--- src/rtl/boron_pkg.sv ---
// Shared constants, state encoding and helpers for the Boron block loader.
// Imported by boron_word_packer and boron_block_loader.
package boron_pkg;

    localparam int BLOCK_W     = 64;
    localparam int KEY_W       = 80;
    localparam int WORD_W      = 16;
    localparam int KEY_WORDS   = 5;
    localparam int PT_WORDS    = 4;
    localparam int FRAME_W     = KEY_W + BLOCK_W;
    localparam int FRAME_WORDS = KEY_WORDS + PT_WORDS;

    localparam logic [3:0] LAST_IDX     = 4'(FRAME_WORDS - 1);
    localparam logic [3:0] FIRST_PT_IDX = 4'(KEY_WORDS);

    typedef enum logic [2:0] {
        ST_IDLE  = 3'd0,
        ST_LOAD  = 3'd1,
        ST_START = 3'd2,
        ST_WAIT  = 3'd3,
        ST_OUT   = 3'd4
    } state_t;

    function automatic logic is_last(input logic [3:0] idx);
        return idx == LAST_IDX;
    endfunction

endpackage

--- src/rtl/boron_word_packer.sv ---
// Shift-in packer: 16-bit words enter at the bottom of a 144-bit register,
// so after 9 loads word 0 sits in key[79:64] and word 8 in plain[15:0].
// Ports: clk, rst (sync, active-high), load (shift enable), pt_only
// (shift only the 64-bit plaintext half, key half untouched), word (16),
// key (80), plain (64).
module boron_word_packer
    import boron_pkg::*;
(
    input  logic               clk,
    input  logic               rst,
    input  logic               load,
    input  logic               pt_only,
    input  logic [WORD_W-1:0]  word,
    output logic [KEY_W-1:0]   key,
    output logic [BLOCK_W-1:0] plain
);

    logic [FRAME_W-1:0] sr;

    always_ff @(posedge clk) begin
        if (rst) begin
            sr <= '0;
        end else if (load) begin
            if (pt_only) begin
                sr[BLOCK_W-1:0] <= {sr[BLOCK_W-WORD_W-1:0], word};
            end else begin
                sr <= {sr[FRAME_W-WORD_W-1:0], word};
            end
        end
    end

    assign key   = sr[FRAME_W-1:BLOCK_W];
    assign plain = sr[BLOCK_W-1:0];

endmodule

--- src/rtl/boron_block_loader.sv ---
// Boron block loader: collects a key+plaintext frame of 16-bit words,
// starts the encryption core, waits (with timeout) and hands out the result.
// Ports: clk, rst (sync, active-high); in_valid/in_ready/in_data/in_new_key
// input stream; core_start/core_plain/core_key/core_done/core_cipher core
// side; out_valid/out_ready/out_data result; busy, err (sticky timeout).
// Parameter TIMEOUT_CYC: WAIT cycles allowed before err.
// Macro BORON_KEY_REUSE_EN: in_new_key=0 on the first word selects a
// 4-word plaintext-only frame that keeps the previous key.
module boron_block_loader
    import boron_pkg::*;
#(
    parameter int TIMEOUT_CYC = 32
) (
    input  logic               clk,
    input  logic               rst,
    input  logic               in_valid,
    output logic               in_ready,
    input  logic [WORD_W-1:0]  in_data,
    input  logic               in_new_key,
    output logic               core_start,
    output logic [BLOCK_W-1:0] core_plain,
    output logic [KEY_W-1:0]   core_key,
    input  logic               core_done,
    input  logic [BLOCK_W-1:0] core_cipher,
    output logic               out_valid,
    input  logic               out_ready,
    output logic [BLOCK_W-1:0] out_data,
    output logic               busy,
    output logic               err
);

    localparam int CW = $clog2(TIMEOUT_CYC + 1);
    localparam logic [CW-1:0] WAIT_LAST = CW'(TIMEOUT_CYC - 1);

    state_t             state;
    state_t             state_nx;
    logic [3:0]         idx;
    logic [3:0]         idx_base;
    logic [CW-1:0]      wait_cnt;
    logic [BLOCK_W-1:0] out_q;
    logic               err_q;
    logic               accept;
    logic               pt_only;
    logic               in_wait;
    logic               timeout;

    // in_ready is forced low while rst is asserted, not only after it.
    assign in_ready = !rst && (state == ST_IDLE || state == ST_LOAD);
    assign accept   = in_valid && in_ready;
    assign in_wait  = (state == ST_WAIT);
    assign timeout  = in_wait && !core_done && (wait_cnt == WAIT_LAST);

`ifdef BORON_KEY_REUSE_EN
    logic short_q;

    always_ff @(posedge clk) begin
        if (rst) begin
            short_q <= 1'b0;
        end else if (accept && state == ST_IDLE) begin
            short_q <= !in_new_key;
        end
    end

    // The first word decides the frame type before short_q is loaded.
    assign pt_only = (state == ST_IDLE) ? !in_new_key : short_q;
`else
    logic unused_new_key;

    assign unused_new_key = in_new_key;
    assign pt_only        = 1'b0;
`endif

    // A short frame starts at the first plaintext index so both frame
    // types end on the same last index.
    assign idx_base = (state == ST_IDLE && pt_only) ? FIRST_PT_IDX : idx;

    always_comb begin
        state_nx   = state;
        core_start = 1'b0;
        out_valid  = 1'b0;
        unique case (state)
            ST_IDLE: begin
                if (accept) begin
                    state_nx = ST_LOAD;
                end
            end
            ST_LOAD: begin
                if (accept && is_last(idx)) begin
                    state_nx = ST_START;
                end
            end
            ST_START: begin
                core_start = 1'b1;
                state_nx   = ST_WAIT;
            end
            ST_WAIT: begin
                if (core_done) begin
                    state_nx = ST_OUT;
                end else if (timeout) begin
                    state_nx = ST_IDLE;
                end
            end
            ST_OUT: begin
                out_valid = 1'b1;
                if (out_ready) begin
                    state_nx = ST_IDLE;
                end
            end
            default: begin
                state_nx = ST_IDLE;
            end
        endcase
    end

    always_ff @(posedge clk) begin
        if (rst) begin
            state    <= ST_IDLE;
            idx      <= '0;
            wait_cnt <= '0;
            out_q    <= '0;
            err_q    <= 1'b0;
        end else begin
            state <= state_nx;
            if (accept) begin
                idx <= is_last(idx_base) ? 4'd0 : idx_base + 4'd1;
            end
            wait_cnt <= in_wait ? wait_cnt + 1'b1 : '0;
            if (in_wait && core_done) begin
                out_q <= core_cipher;
            end
            if (timeout) begin
                err_q <= 1'b1;
            end
        end
    end

    boron_word_packer u_packer (
        .clk     (clk),
        .rst     (rst),
        .load    (accept),
        .pt_only (pt_only),
        .word    (in_data),
        .key     (core_key),
        .plain   (core_plain)
    );

    assign out_data = out_q;
    assign busy     = (state != ST_IDLE);
    assign err      = err_q;

endmodule

--- config.mk ---
export PLATFORM = sky130hd
export DESIGN_NAME = boron_block_loader
export DESIGN_NICKNAME = d
export VERILOG_FILES = /design/src/rtl/boron_pkg.sv /design/src/rtl/boron_word_packer.sv /design/src/rtl/boron_block_loader.sv
export SDC_FILE = /design/constraint.sdc
export NUM_CORES = 1
export LEC_CHECK = 0
export ABC_AREA = 1
export CORE_ASPECT_RATIO = 1.5
export CORE_MARGIN = 2
export CORE_UTILIZATION = 49
export CTS_CLUSTER_SIZE = 12
export DETAILED_ROUTE_END_ITERATION = 10
export GPL_TIMING_DRIVEN = 0
export PLACE_DENSITY_LB_ADDON = 0.15
export SLEW_MARGIN = 20
export SYNTH_ARGS = -nofsm -noshare
export SYNTH_HDL_FRONTEND = slang
export SYNTH_HIERARCHICAL = 1
export SYNTH_SLANG_ARGS = --single-unit
--- constraint.sdc ---
create_clock -name clk -period 3.3 [get_ports clk]
set_input_delay 0.99 -clock clk [delete_from_list [all_inputs] [get_ports clk]]
set_output_delay 0.99 -clock clk [all_outputs]
set_load 0.02 [all_outputs]
# After elaboration in Yosys (flattened, before gate mapping)
# Index checks and enable logic that the tools add are counted.
[word_totals] reg_bits=222 wordCells=41 inputBits=86
[classes] reduce_logical=13 bitwise_logic=1 eq_ne=10 n_mux=9 add_sub_neg=2
[op_table] cell="two-way mux 3 bit" count=5
[op_table] cell="case mux 3 bit (5 select lines)" count=1
[op_table] cell="adder 6 x 1 -> 6 bit, second input constant" count=1
[op_table] cell="== test 3 x 2 -> 1 bit, second input constant" count=2
[op_table] cell="== test 6 x 5 -> 1 bit, second input constant" count=1
[op_table] cell="logical AND 1 bit" count=6
[op_table] cell="adder 4 x 1 -> 4 bit, second input constant" count=1
[op_table] cell="== test 4 bit, second input constant" count=1
[op_table] cell="two-way mux 4 bit" count=1
[op_table] cell="inequality test 2 bit, second input constant" count=2
[op_table] cell="AND reduction 4 bit" count=1
[op_table] cell="== test 3 x 1 -> 1 bit, second input constant" count=1
[op_table] cell="== test 3 bit, second input constant" count=1
[op_table] cell="zero test 3 bit" count=1
[op_table] cell="inequality test 3 x 2 -> 1 bit, second input constant" count=1
[op_table] cell="nonzero test 3 bit" count=1
[op_table] cell="zero test 1 bit" count=2
[op_table] cell="two-way mux 1 bit" count=2
[op_table] cell="inequality test 2 x 1 -> 1 bit, second input constant" count=1
[op_table] cell="OR reduction 2 bit" count=1
[op_table] cell="logical OR 1 bit" count=1
[op_table] cell="NOT 1 bit" count=1

# Depth between registers and ports, before layout
# Gate-level depths: netlist (run 1).
[logic_depth] word_depth=7 ltp_mapped=10

# By module
# Netlist (run 1), hierarchy kept.
[modules_own_cells] mod="boron_word_packer" n_inst=1 cells_per_inst=794 area_per_inst_um2=5641.7 seq_area_each_um2=2882.8
[modules_own_cells] mod="boron_block_loader" n_inst=1 cells_per_inst=385 area_per_inst_um2=3015.4 seq_area_each_um2=1561.5

# Worst setup path before layout (run 1)
# No wires, ideal clock.
[synth_timing] kind="input to output" from="input port rst" to="output port in_ready" t_arrival_ps=1774 cell_stages=3 slack_ps=536 path_buffers=2 required_ps=2310 cell_sequence="buf_2 -> clkbuf_1 -> nor3_1"
[synth_between] elab_chain_cells=2
[synth_rtl] element="from (decl)" line="boron_block_loader.sv:15" source="input logic rst,"
[synth_rtl] element="zero test 1 bit" line="boron_block_loader.sv:48" source="assign in_ready = !rst && (state == ST_IDLE || state == ST_LOAD);"
[synth_rtl] element="logical AND 1 bit" line="boron_block_loader.sv:48"
[synth_rtl] element="to (decl)" line="boron_block_loader.sv:17" source="output logic in_ready,"
# Every way passes these cells.

# Final worst setup path (run 1)
# Ends and elaborated chain as after synthesis.

==> Flow_metrics.wiki, run 1 <==
{| class="wikitable"
! Metric !! Value
|-
| Routed wirelength normalized by instance count || about 14 µm
|-
| Initial antenna violation count || 0
|-
| Post-route clock period utilization || a little over nine tenths
|-
| Overflow left after global routing || 0
|-
| First-pass iteration count of the detailed router || 5
|-
| Net total in the final layout || about 1600
|-
| Leak || 4.88 nW
|-
| Number of endpoints failing setup at the final stage || 0
|-
| Worst IR Drop VDD || between 0.0004 and 0.0005 V
|-
| Worst-case clock skew || about 9.4 ps
|-
| Number of H-tree levels || 1
|-
| Detailed-route wire length || between 20000 and 25000 µm
|-
| Synth top area cells || dfxtp_1 (51%), nor2_1 (13%), nand3_1 (8.7%), nand2_1 (7.1%), inv_1 (4.2%)
|-
| Gate Count Post-Synth || between 1000 and 1500
|-
| Sequential cell fraction of total power || 43.1%
|-
| Run status || complete, no violations
|-
| Via count || 8522
|-
| Pwr/cell area || a little under 600 nW/µm²
|-
| Signed area change from the synthesized netlist to the final layout || 44.3%
|-
| Via count of the first global-routing pass || a little over 8000
|-
| Die Height || around 170 µm
|-
| Fraction of the yosys area taken by sequential cells || around half
|-
| Final critical delay including setup and external delays || between 3000 and 4000 ps
|-
| Count of buffers from port buffering || 297
|-
| Standard-cell rows || between 50 and 60
|-
| First-iteration detailed-routing DRC count || between 400 and 500
|-
| Die area || around 19000 µm²
|-
| Worst endpoint data arrival time || roughly 2200 ps
|-
| Maximum clock rate || ~310 MHz
|-
| Clock tree from TritonCTS || yes
|-
| X dimension of the die || between 100 and 150 µm
|-
| Setup_tns || 0 ps
|-
| Power share of the combinational group || a little over a quarter
|-
| Max-slew headroom || 65.9%
|-
| Max-cap check violation count || 0
|-
| Setup crit end kind || output port
|-
| Startpoint type of the worst setup path || input port
|-
| Cell type with the highest aggregate area in the netlist || dfxtp_1
|-
| Core Footprint || ~17000 µm²
|-
| Reg2Reg Depth || 9
|-
| Clk Tree Root Cell || clkbuf_16
|-
| Detailed-route vias per instance || 4.97
|-
| Remaining DRCs || 0
|-
| Number of max-slew violations in the final report || 0
|-
| Buffer levels on the longest clock path || 3
|-
| Worst hold margin || around 460 ps
|-
| Top-level port count || between 200 and 300
|-
| Post-route design area || approximately 12000 µm²
|-
| Synth cell types || 28
|-
| Hold Path Cell Cnt || 2
|-
| Cell internal power dissipation || 5.06 mW
|-
| Number of diodes added for antenna fixing || 0
|-
| Switching share of total power || a little under a third
|-
| Placer congestion estimate || around 0.83
|-
| Clk_lat worst skew || about 500 ps
|-
| First-pass GRT wire length || 39700 µm
|-
| Fraction of layout instances using a drive strength above 1 || under 10%
|-
| Endpoint required time on the critical path || roughly 2300 ps
|-
| Total Routing Usage GR || between 20% and 30%
|-
| Initial core utilization || 49.9%
|-
| DP Area || about 12000 µm²
|-
| Pin count of the biggest net entering global routing || 16
|-
| Pin slew with the least headroom to its limit || roughly 510 ps
|-
| Register-to-register setup slack || 1340 ps
|-
| Number of fillers in the final layout || 1433
|-
| Number of hold violations in the final report || 0
|-
| Share of the synthesized area in the top cell type || 51.3%
|-
| Flip-flop and latch count after synthesis || between 200 and 250
|-
| Synthesized area divided by synthesized cell count || approximately 7.3 µm²
|-
| Final antenna-violating net count || 0
|-
| Part of the total power dissipated in the clock network || 29.8%
|-
| Inserted Clock Buffers || 22
|-
| Type of the worst setup path || input port to output port
|-
| Worst hold path class || flip-flop to flip-flop
|-
| NetSw || between 2 and 2.5 mW
|-
| Reg clk slew, reported paths || 60 ps
|-
| Post-CTS Hold Fix Bufs || 0
|-
| Number of warnings issued by yosys || 6
|-
| Post-synthesis instance area || roughly 8700 µm²
|-
| CTS sink cnt || roughly 220
|-
| Detailed placement HPWL || between 15000 and 20000 µm
|-
| Crit path max fanout || 15
|}
layout make-up:
type | count | area, µm² | share of cell area (%)
Tap cell | 213 | 267 | 2.13
Sequential cell | 222 | 4440 | 35.6
Clock buffer | 26 | 587 | 4.70
Inverter | 99 | 374 | 3.00
Clock inverter | 1 | 5.00 | 0.0401
Timing Repair Buffer | 297 | 2970 | 23.8
Multi-Input combinational cell | 776 | 3360 | 26.9
Buffer | 82 | 478 | 3.83
through the flow:
stage / total power [mW] / setup slack (ps) / std cells / util, %
after floorplan: 4.31 / 536 / 1180 / -
after global placement: 5.16 / -495 / 1690 / 68.6
after detailed placement: 5.19 / -527 / 1690 / 68.6
after CTS: 7.38 / 51.5 / 1716 / 72.0
after global routing: 7.71 / -5.28 / 1716 / 72.0
final: 7.33 / 88.3 / 1716 / 72.0
worst paths after layout:
kind,startpoint,to
setup / recovery,rst,in_ready
hold / removal,out_data[47],out_data[47]
setup reg to reg,state[2],u_packer/sr[138]
hold reg to reg,out_data[47],out_data[47]
Yosys cell counts (all sizes together):
master	instances
nand3	152
nor3	2
or2	1
clkbuf	28
a31oi	1
ha	3
nand4	2
nor2	307
inv	98
dfxtp	222
nor3b	1
clkinv	1
a21oi	69
o21bai	1
conb	1
xnor2	1
buf	55
nand2	164
o21ai	70
sequential cells by signal (all words and copies together), names as in the netlist:
| register | flops |
|---|---|
| idx | 4 |
| err | 1 |
| out_data | 64 |
| wait_cnt | 6 |
| u_packer/sr | 144 |
| state | 3 |
critical path: stages:
cell             delay (ps)
clkdlybuf4s50_1         470
clkbuf_4                260
nor3_1                  140
dlygate4sd2_1           370
routing by layer:
metal,wire (µm),vias to the layer above,GRT usage (%),share of wire [%]
li1,-,4345,-,-
met1,9220,3856,27.6,38
met2,12500,267,47.0,51
met3,1890,54,7.31,7.8
met4,858,0,8.85,3.5
met5,0,-,0,0
power groups by stage:
stage	combinational [mW]	clock [mW]	sequential [mW]
3_3_place_gp	1.95	0	3.21
6_report	1.98	2.18	3.16
5_1_grt	2.17	2.34	3.20
2_1_floorplan	0.829	0	3.48
4_1_cts	1.99	2.23	3.16
3_5_place_dp	1.97	0	3.22
cells by family (layout without fill, tap and decap cells):
kind of cell	after synthesis	in the layout	synth area share (%)
AO/OA/AOI/OAI	141	141	8.24
AND/OR/NAND/NOR	629	629	30.0
other	1	2	0.0433
XOR/XNOR	1	1	0.101
adder cells (fa/ha/maj)	3	3	0.434
flip-flops	222	222	51.3
buffers and inverters	182	505	9.86
what timing repair did:
item / in CTS / in global routing
endpoints found under the setup margin: 1 / 1
buffers inserted: 0 / 0
gates resized for setup: 1 / 1
layout by cell type (no fill, tap or decap), types with 9 or more instances in the layout:
cell type	instances
a21oi_1	69
buf_2	25
buf_4	18
buf_6	9
clkbuf_1	30
clkbuf_16	23
clkdlybuf4s50_1	296
dfxtp_1	222
inv_1	96
nand2_1	164
nand3_1	151
nor2_1	304
o21ai_0	70
No activity file was read; power rests on OpenSTA's default activity.
==> inputs of run 2 (changes only) <==
--- a/config.mk
+++ b/config.mk
@@ -18,3 +18,4 @@
 export SYNTH_HDL_FRONTEND = slang
 export SYNTH_HIERARCHICAL = 1
 export SYNTH_SLANG_ARGS = --single-unit
+export TNS_END_PERCENT = 10
==> results of run 2 <==
The final DEF is identical to that of run 1; final timing and power are the same.
==> inputs of run 3 (changes only) <==
--- a/config.mk
+++ b/config.mk
@@ -12,6 +12,7 @@
 export CTS_CLUSTER_SIZE = 12
 export DETAILED_ROUTE_END_ITERATION = 10
 export GPL_TIMING_DRIVEN = 0
+export HOLD_SLACK_MARGIN = 0.15
 export PLACE_DENSITY_LB_ADDON = 0.15
 export SLEW_MARGIN = 20
 export SYNTH_ARGS = -nofsm -noshare
==> results of run 3 <==
The final DEF is identical to that of run 1; final timing and power are the same.
